**config.mk**
```make
export PLATFORM = sky130hd
export DESIGN_NAME = demux_1to4_stream
export DESIGN_NICKNAME = d
export VERILOG_FILES = /design/src/rtl/demux_1to4_stream.sv
export SDC_FILE = /design/constraint.sdc
export NUM_CORES = 1
export LEC_CHECK = 0
export CAP_MARGIN = 20
export CORE_MARGIN = 2
export CORE_UTILIZATION = 45
export CTS_BUF_LIST = sky130_fd_sc_hd__clkbuf_2 sky130_fd_sc_hd__clkbuf_4 sky130_fd_sc_hd__clkbuf_8
export CTS_CLUSTER_SIZE = 30
export DETAILED_ROUTE_END_ITERATION = 8
export PLACE_DENSITY = 0.81
export REMOVE_ABC_BUFFERS = 1
export SETUP_SLACK_MARGIN = 0.3
export SLEW_MARGIN = 20
export SYNTH_ARGS = -nofsm -noshare
export SYNTH_HDL_FRONTEND = slang
export SYNTH_SLANG_ARGS = --single-unit
export TNS_END_PERCENT = 1
```
**constraint.sdc**
```tcl
create_clock -name clk -period 2.1 [get_ports clk]
set_input_delay 0.42 -clock clk [delete_from_list [all_inputs] [get_ports clk]]
set_output_delay 0.42 -clock clk [all_outputs]
set_load 0.05 [all_outputs]
```
**src/rtl/demux_1to4_stream.sv**
```systemverilog
// Registered 1-to-4 stream demultiplexer: each input word is steered by in_sel into one of
// four output channel registers, and each channel has its own valid/ready handshake.
module demux_1to4_stream #(
   parameter int WIDTH = 4,
   parameter int CNT_W = 8
) (
   input  logic               clk,
   input  logic               rst_n,
   input  logic [WIDTH-1:0]   in_data,
   input  logic [1:0]         in_sel,
   input  logic               in_valid,
   output logic               in_ready,
   output logic [4*WIDTH-1:0] out_data,
   output logic [3:0]         out_valid,
   input  logic [3:0]         out_ready,
   output logic [CNT_W-1:0]   xfer_cnt,
   output logic               idle
);

   logic [3:0]       vld_p0;
   logic [WIDTH-1:0] data_p0 [4];
   logic [CNT_W-1:0] cnt_p0;
   logic             accept;
   logic [3:0]       load;
   logic [3:0]       drain;

   // A full channel can still accept when its consumer drains it in the same cycle.
   assign in_ready = ~vld_p0[in_sel] | out_ready[in_sel];
   assign accept   = in_valid & in_ready;
   assign drain    = vld_p0 & out_ready;

   always_comb begin
      load         = '0;
      load[in_sel] = accept;
   end

   // ---- stage p0: channel registers and accept counter ----
   always_ff @(posedge clk or negedge rst_n) begin
      if (!rst_n) begin
         vld_p0 <= '0;
         cnt_p0 <= '0;
         for (int k = 0; k < 4; k++) begin
            data_p0[k] <= '0;
         end
      end else begin
         for (int k = 0; k < 4; k++) begin
            if (load[k]) begin
               vld_p0[k]  <= 1'b1;
               data_p0[k] <= in_data;
            end else if (drain[k]) begin
               vld_p0[k]  <= 1'b0;
            end
         end
         if (accept) begin
            cnt_p0 <= cnt_p0 + CNT_W'(1);
         end
      end
   end

   always_comb begin
      out_data = '0;
      for (int k = 0; k < 4; k++) begin
         out_data[k*WIDTH +: WIDTH] = data_p0[k];
      end
   end

   assign out_valid = vld_p0;
   assign xfer_cnt  = cnt_p0;
   assign idle      = ~|vld_p0;

endmodule
```
=== Word level (Yosys, flattened, before mapping) ===
Index checks and enable logic that the tools add are counted.

* Word-level logic and storage cells: 38
* Register bits: 28
* Input port bits: 13

* Magnitude comparators: 2
* Muxes and demuxes: 14
* Reductions and logical operators: 7
* Add/sub/neg operators: 1
* Bitwise operators: 5

{| class="wikitable"
|+ Operators with widths
! cell !! count
|-
| 2-to-1 mux 1 bit || 11
|-
| adder 8 x 1 -> 8 bit (second input constant) || 1
|-
| bitwise AND 4 bit || 2
|-
| nonzero test 2 bit || 4
|-
| binary-select mux 1 bit (select 2 bit) || 2
|-
| OR reduction 4 bit || 1
|-
| less-than comparator 2 x 3 -> 1 bit (second input constant) || 1
|-
| demux 1 bit (select 2 bit) || 1
|-
| greater-or-equal comparator 2 x 1 -> 1 bit (second input constant) || 1
|-
| bitwise AND 1 bit || 1
|-
| logical AND 1 bit || 1
|-
| logical NOT 1 bit || 1
|-
| inverter 1 bit || 1
|-
| OR 1 bit || 1
|}

=== Logic depth before layout (Yosys ltp) ===
* Depth after elaboration: 7
* Mapped depth: 5
* Gate-level depth less buffers: 5

=== Worst setup path before layout ===
No wires, ideal clock.

* Kind: reg-to-output
* From: reg vld_p0[0] (netlist: out_valid[0])
* To: out idle
* Path slack: -0.487 ns
* Path buffers: 0
* Arrival time: 2.167 ns
* Stages on the path, launching flop included: 2
* Cells stage by stage: dfrtp_1 nor4_1

* Cells in the longest elaborated chain, start to end: 2

{| class="wikitable"
|+ RTL lines
! item !! line !! text
|-
| start: declaration || 20 || <nowiki>logic [3:0] vld_p0;</nowiki>
|-
| start signal: assignment || 40 || <nowiki>vld_p0 <= '0;</nowiki>
|-
| start signal: indexed assignment || 48 || <nowiki>vld_p0[k] <= 1'b1;</nowiki>
|-
| start signal: indexed assignment || 51 || <nowiki>vld_p0[k] <= 1'b0;</nowiki>
|-
| OR reduction 4 bit || 69 || <nowiki>assign idle = ~|vld_p0;</nowiki>
|-
| logical NOT 1 bit || 69 ||
|-
| end: declaration || 17 || <nowiki>output logic idle</nowiki>
|}

No other way between the ends.

=== Final worst setup path ===
* From: in out_ready[1]
* To: out in_ready

* Cells in the longest elaborated chain, start to end: 3

{| class="wikitable"
|+ RTL lines
! item !! line !! text
|-
| start: declaration || 15 || <nowiki>input logic [3:0] out_ready,</nowiki>
|-
| binary-select mux 1 bit (select 2 bit) || 28 || <nowiki>assign in_ready = ~vld_p0[in_sel] | out_ready[in_sel];</nowiki>
|-
| 2-to-1 mux 1 bit (not written as such) || 28 ||
|-
| OR 1 bit || 28 ||
|-
| end: declaration || 12 || <nowiki>output logic in_ready,</nowiki>
|}

No other way between the ends. The select of a mux whose other input is x is not followed.

==> reports/qor.log <==
qor: outcome.outcome complete, no violations
qor: logic_synthesis.synth_enable_flop_cells 0
qor: power_and_ir_drop.pwr-share-comb 0.474
qor: place.detailed_place.area 0.00170 mm²
qor: logic_synthesis.yosys_most_used_dff sky130_fd_sc_hd__dfrtp_1
qor: finish.final_nets 162
qor: setup_path.endpoint_kind primary output
qor: setup_path.arrival_worst_endpoint 1.63 ns
qor: logic_synthesis.post_synth_inst_count 89
qor: clocking.cts-buffers-inserted 3
qor: setup_path.required_time_of_the_worst_setup_path 1.68 ns
qor: global_routing.grt_start_max_net_pins 29
qor: setup_path.critical_path.max_stage_delay 0.49 ns
qor: timing.period_needed 2.05 ns
qor: power_and_ir_drop.netSwitchingFraction 0.429
qor: place.place.port_buffers 42
qor: floorplanning.die_x 54.9 µm
qor: timing.fin_crit_sh 0.977
qor: drt.vias_per_cell 5.11
qor: clocking.clock_latency 0.32 ns
qor: clocking.clockRootBuffer sky130_fd_sc_hd__clkbuf_4
qor: timing.worst_slew_pin_slew 0.530 ns
qor: power_and_ir_drop.cellInternalPower 0.00124 W
qor: timing.grt_setup_unrepaired true
qor: logic_synthesis.post_synth_most_frequent_cells sky130_fd_sc_hd__dfrtp_1 (28), sky130_fd_sc_hd__mux2_2 (16), sky130_fd_sc_hd__nand2_1 (9), sky130_fd_sc_hd__xnor2_1 (7), sky130_fd_sc_hd__nor2_1 (6)
qor: timing.final.setup_skew 0.00253 ns
qor: logic_synthesis.syn_avg_cell_area 13.1 µm²
qor: drt.vias 905
qor: logic_synthesis.cell_area_synth 0.00116 mm²
qor: drt.drt_wl_total 2.74 mm
qor: logic_synthesis.synth-warning-count 0
qor: logic_synthesis.synthArstFlopShare 1.00
qor: finish.filler_cell_count 159
qor: setup_path.critical_path_class input port to primary output
qor: timing.finalSetupViolations 0
qor: power_and_ir_drop.cellLeakagePower 1.09 nW
qor: power_and_ir_drop.clock_network_fraction_of_total_power 0.160
qor: clocking.htree_num_levels 1
qor: job.count_of_maximum_capacitance_violations 0
qor: global_routing.grt-ovfl-total 0
qor: floorplanning.floorplan.die_area 0.00301 mm²
qor: timing.postLayoutSetupSlackWorst 0.0475 ns
qor: logic_synthesis.yosysSeqAreaShare 0.602
qor: drt.detail_route.drc_violations 0
qor: clocking.clk_pin_slew_worst_paths 0.15 ns
qor: drt.final_antenna_net_count 0
qor: logic_synthesis.number_of_synthesized_register_bits 28
qor: drt.wl_per_cell 15.5 µm
qor: clocking.clkSinkCount 28
qor: power_and_ir_drop.cellPowerDensity 1160 mW/mm²
qor: clocking.clock_tree_from_tritoncts built
qor: power_and_ir_drop.power.share.sequential 0.366
qor: logic_synthesis.post-synth-top-area-fraction 0.602
qor: timing.finalHoldViolCount 0
qor: setup_path.crit_path_cell_trace clkdlybuf4s50_1 -> nand2b_4 -> mux4_2 -> buf_8
qor: place.place_hpwl 2.07 mm
qor: finish.area_growth 60.2%
qor: finish.layout.cell_area.non_filler 0.00187 mm²
qor: logic_synthesis.synth.top_cells.by_area sky130_fd_sc_hd__dfrtp_1 (60%), sky130_fd_sc_hd__mux2_2 (15%), sky130_fd_sc_hd__xnor2_1 (5.3%), sky130_fd_sc_hd__nand2_1 (2.9%), sky130_fd_sc_hd__nand2b_1 (2.1%)
qor: global_routing.grt_antenna_before_repair 0
qor: floorplanning.start_util 0.475
qor: setup_path.cp_max_fo 3
qor: timing.fin_worst_hold_slack 0.448 ns
qor: global_routing.via_count_of_the_first_global_routing_pass 904
qor: place.routabilityCongestion 0.848
qor: setup_path.crit_slowest_cell sky130_fd_sc_hd__mux4_2
qor: floorplanning.design.portCount 43
qor: setup_path.worst_setup_path_start_kind input port
qor: global_routing.global_route_wire_length_before_repair 4.20 mm
qor: finish.drive_gt1_frac 0.293
qor: drt.initialDrtViolationCount 23
qor: timing.fmaxAchievable 487 MHz
qor: finish.antenna_cells_inserted 0
qor: global_routing.grt_resource_usage_total 0.203
qor: timing.maxSlewHeadroom 0.646
qor: power_and_ir_drop.ir_worst_vdd 0.857 mV
qor: place.place_ws -0.0339 ns
qor: min_path.hp-class input port to async pin
qor: drt.dr.pass1.iters 4
qor: timing.timing.final.max_slew_violations 0
qor: logic_synthesis.ys_types 18
qor: logic_synthesis.synth.most_common_cell sky130_fd_sc_hd__dfrtp_1
qor: clocking.cts.path.max_buffers 2
qor: floorplanning.number_of_standard_cell_rows_in_the_floorplan 18
qor: logic_synthesis.post-synth-top-area-cell sky130_fd_sc_hd__dfrtp_1
qor: power_and_ir_drop.p_sw 0.000929 W
qor: floorplanning.floorplan.core_area 0.00245 mm²
qor: floorplanning.die_height 54.9 µm
==> area by class of cell <==
class                           instances  area [µm²]  area share
Clock buffer                            3        22.5      0.0121
Timing Repair Buffer                   55         586       0.314
Sequential cell                        28         701       0.376
Clock inverter                          1        30.0      0.0161
Multi-Input combinational cell         60         489       0.262
Tap cell                               30        37.5      0.0201
==> critical path: cells and delay by family <==
| family | cells | cell delay, ns |
|---|---|---|
| buffers and inverters | 2 | 0.57 |
| muxes | 1 | 0.49 |
| and+or+nand+nor | 1 | 0.14 |
==> registers in the layout (all words and copies together), names as in the netlist <==
name       count
out_data      16
xfer_cnt       8
out_valid      4
==> per-stage QoR <==
stage               setup TNS (ns)  power (W)  utilization  cells
finish                           0    0.00217        0.760    177
global route                     0    0.00227        0.760    177
CTS                              0    0.00220        0.727    177
detailed placement         -0.0339    0.00185        0.694    172
global placement           -0.0142    0.00182        0.694    172
floorplan                   -0.487    0.00145            -     88
==> cells in the final DEF, fill, tap and decap left out, types with 2 or more instances in the layout <==
cell,netlist,layout
sky130_fd_sc_hd__nor2_1,6,6
sky130_fd_sc_hd__o21ai_0,2,2
sky130_fd_sc_hd__buf_4,0,14
sky130_fd_sc_hd__dfrtp_1,28,28
sky130_fd_sc_hd__clkbuf_4,0,3
sky130_fd_sc_hd__nand3_1,5,5
sky130_fd_sc_hd__nand4_1,3,3
sky130_fd_sc_hd__xnor2_1,7,7
sky130_fd_sc_hd__dlymetal6s2s_1,0,28
sky130_fd_sc_hd__nand2b_4,0,4
sky130_fd_sc_hd__nand2_1,9,9
sky130_fd_sc_hd__mux2_2,16,16
sky130_fd_sc_hd__clkdlybuf4s50_1,0,11
==> routing by layer <==
metal,vias up,GRT usage,part of all wire
li1,424,-,-
met1,441,0.262,0.40
met2,38,0.329,0.53
met3,2,0.0574,0.068
met4,0,0.0625,0.0069
met5,-,0,0
==> kinds of logic (layout without fill, tap and decap cells) <==
logic type / Yosys count / after routing / synth area share
AOI/OAI and AO/OA: 2 / 2 / 0.00859
xor gates and xnor gates: 7 / 7 / 0.0526
and+or+nand+nor: 32 / 32 / 0.135
buffers and inverters: 1 / 59 / 0.00429
adders and majority gates: 1 / 1 / 0.0107
muxes: 18 / 18 / 0.187
DFF: 28 / 28 / 0.602
==> power groups by stage <==
| stage | clock (W) | sequential, W | combinational, W |
|---|---|---|---|
| after floorplan | 0 | 0.00124 | 0.000207 |
| after global placement | 0 | 0.000793 | 0.00102 |
| after detailed placement | 0 | 0.000806 | 0.00104 |
| after CTS | 0.000357 | 0.000796 | 0.00105 |
| after global routing | 0.000380 | 0.000813 | 0.00108 |
| final | 0.000348 | 0.000793 | 0.00103 |
==> final timing paths <==
check                        startpoint           to  slack [ns]  cells after the start
setup / recovery           out_ready[1]     in_ready        0.05                      4
hold / removal                    rst_n  xfer_cnt[5]        0.45                      2
setup reg to reg           out_valid[3]  xfer_cnt[1]        0.45                      5
hold reg to reg             xfer_cnt[7]  xfer_cnt[7]        0.48                      1
max in group asynchronous         rst_n  xfer_cnt[0]        1.40                      2
min in group clk            xfer_cnt[7]  xfer_cnt[7]        0.48                      1
==> repair_timing <==
item	in CTS	in global routing
buffers inserted	1	0
resized for setup	5	32
endpoints found under the setup margin	29	32
hold buffers	0	0
Note: power is estimated with default switching activity, not from simulation.
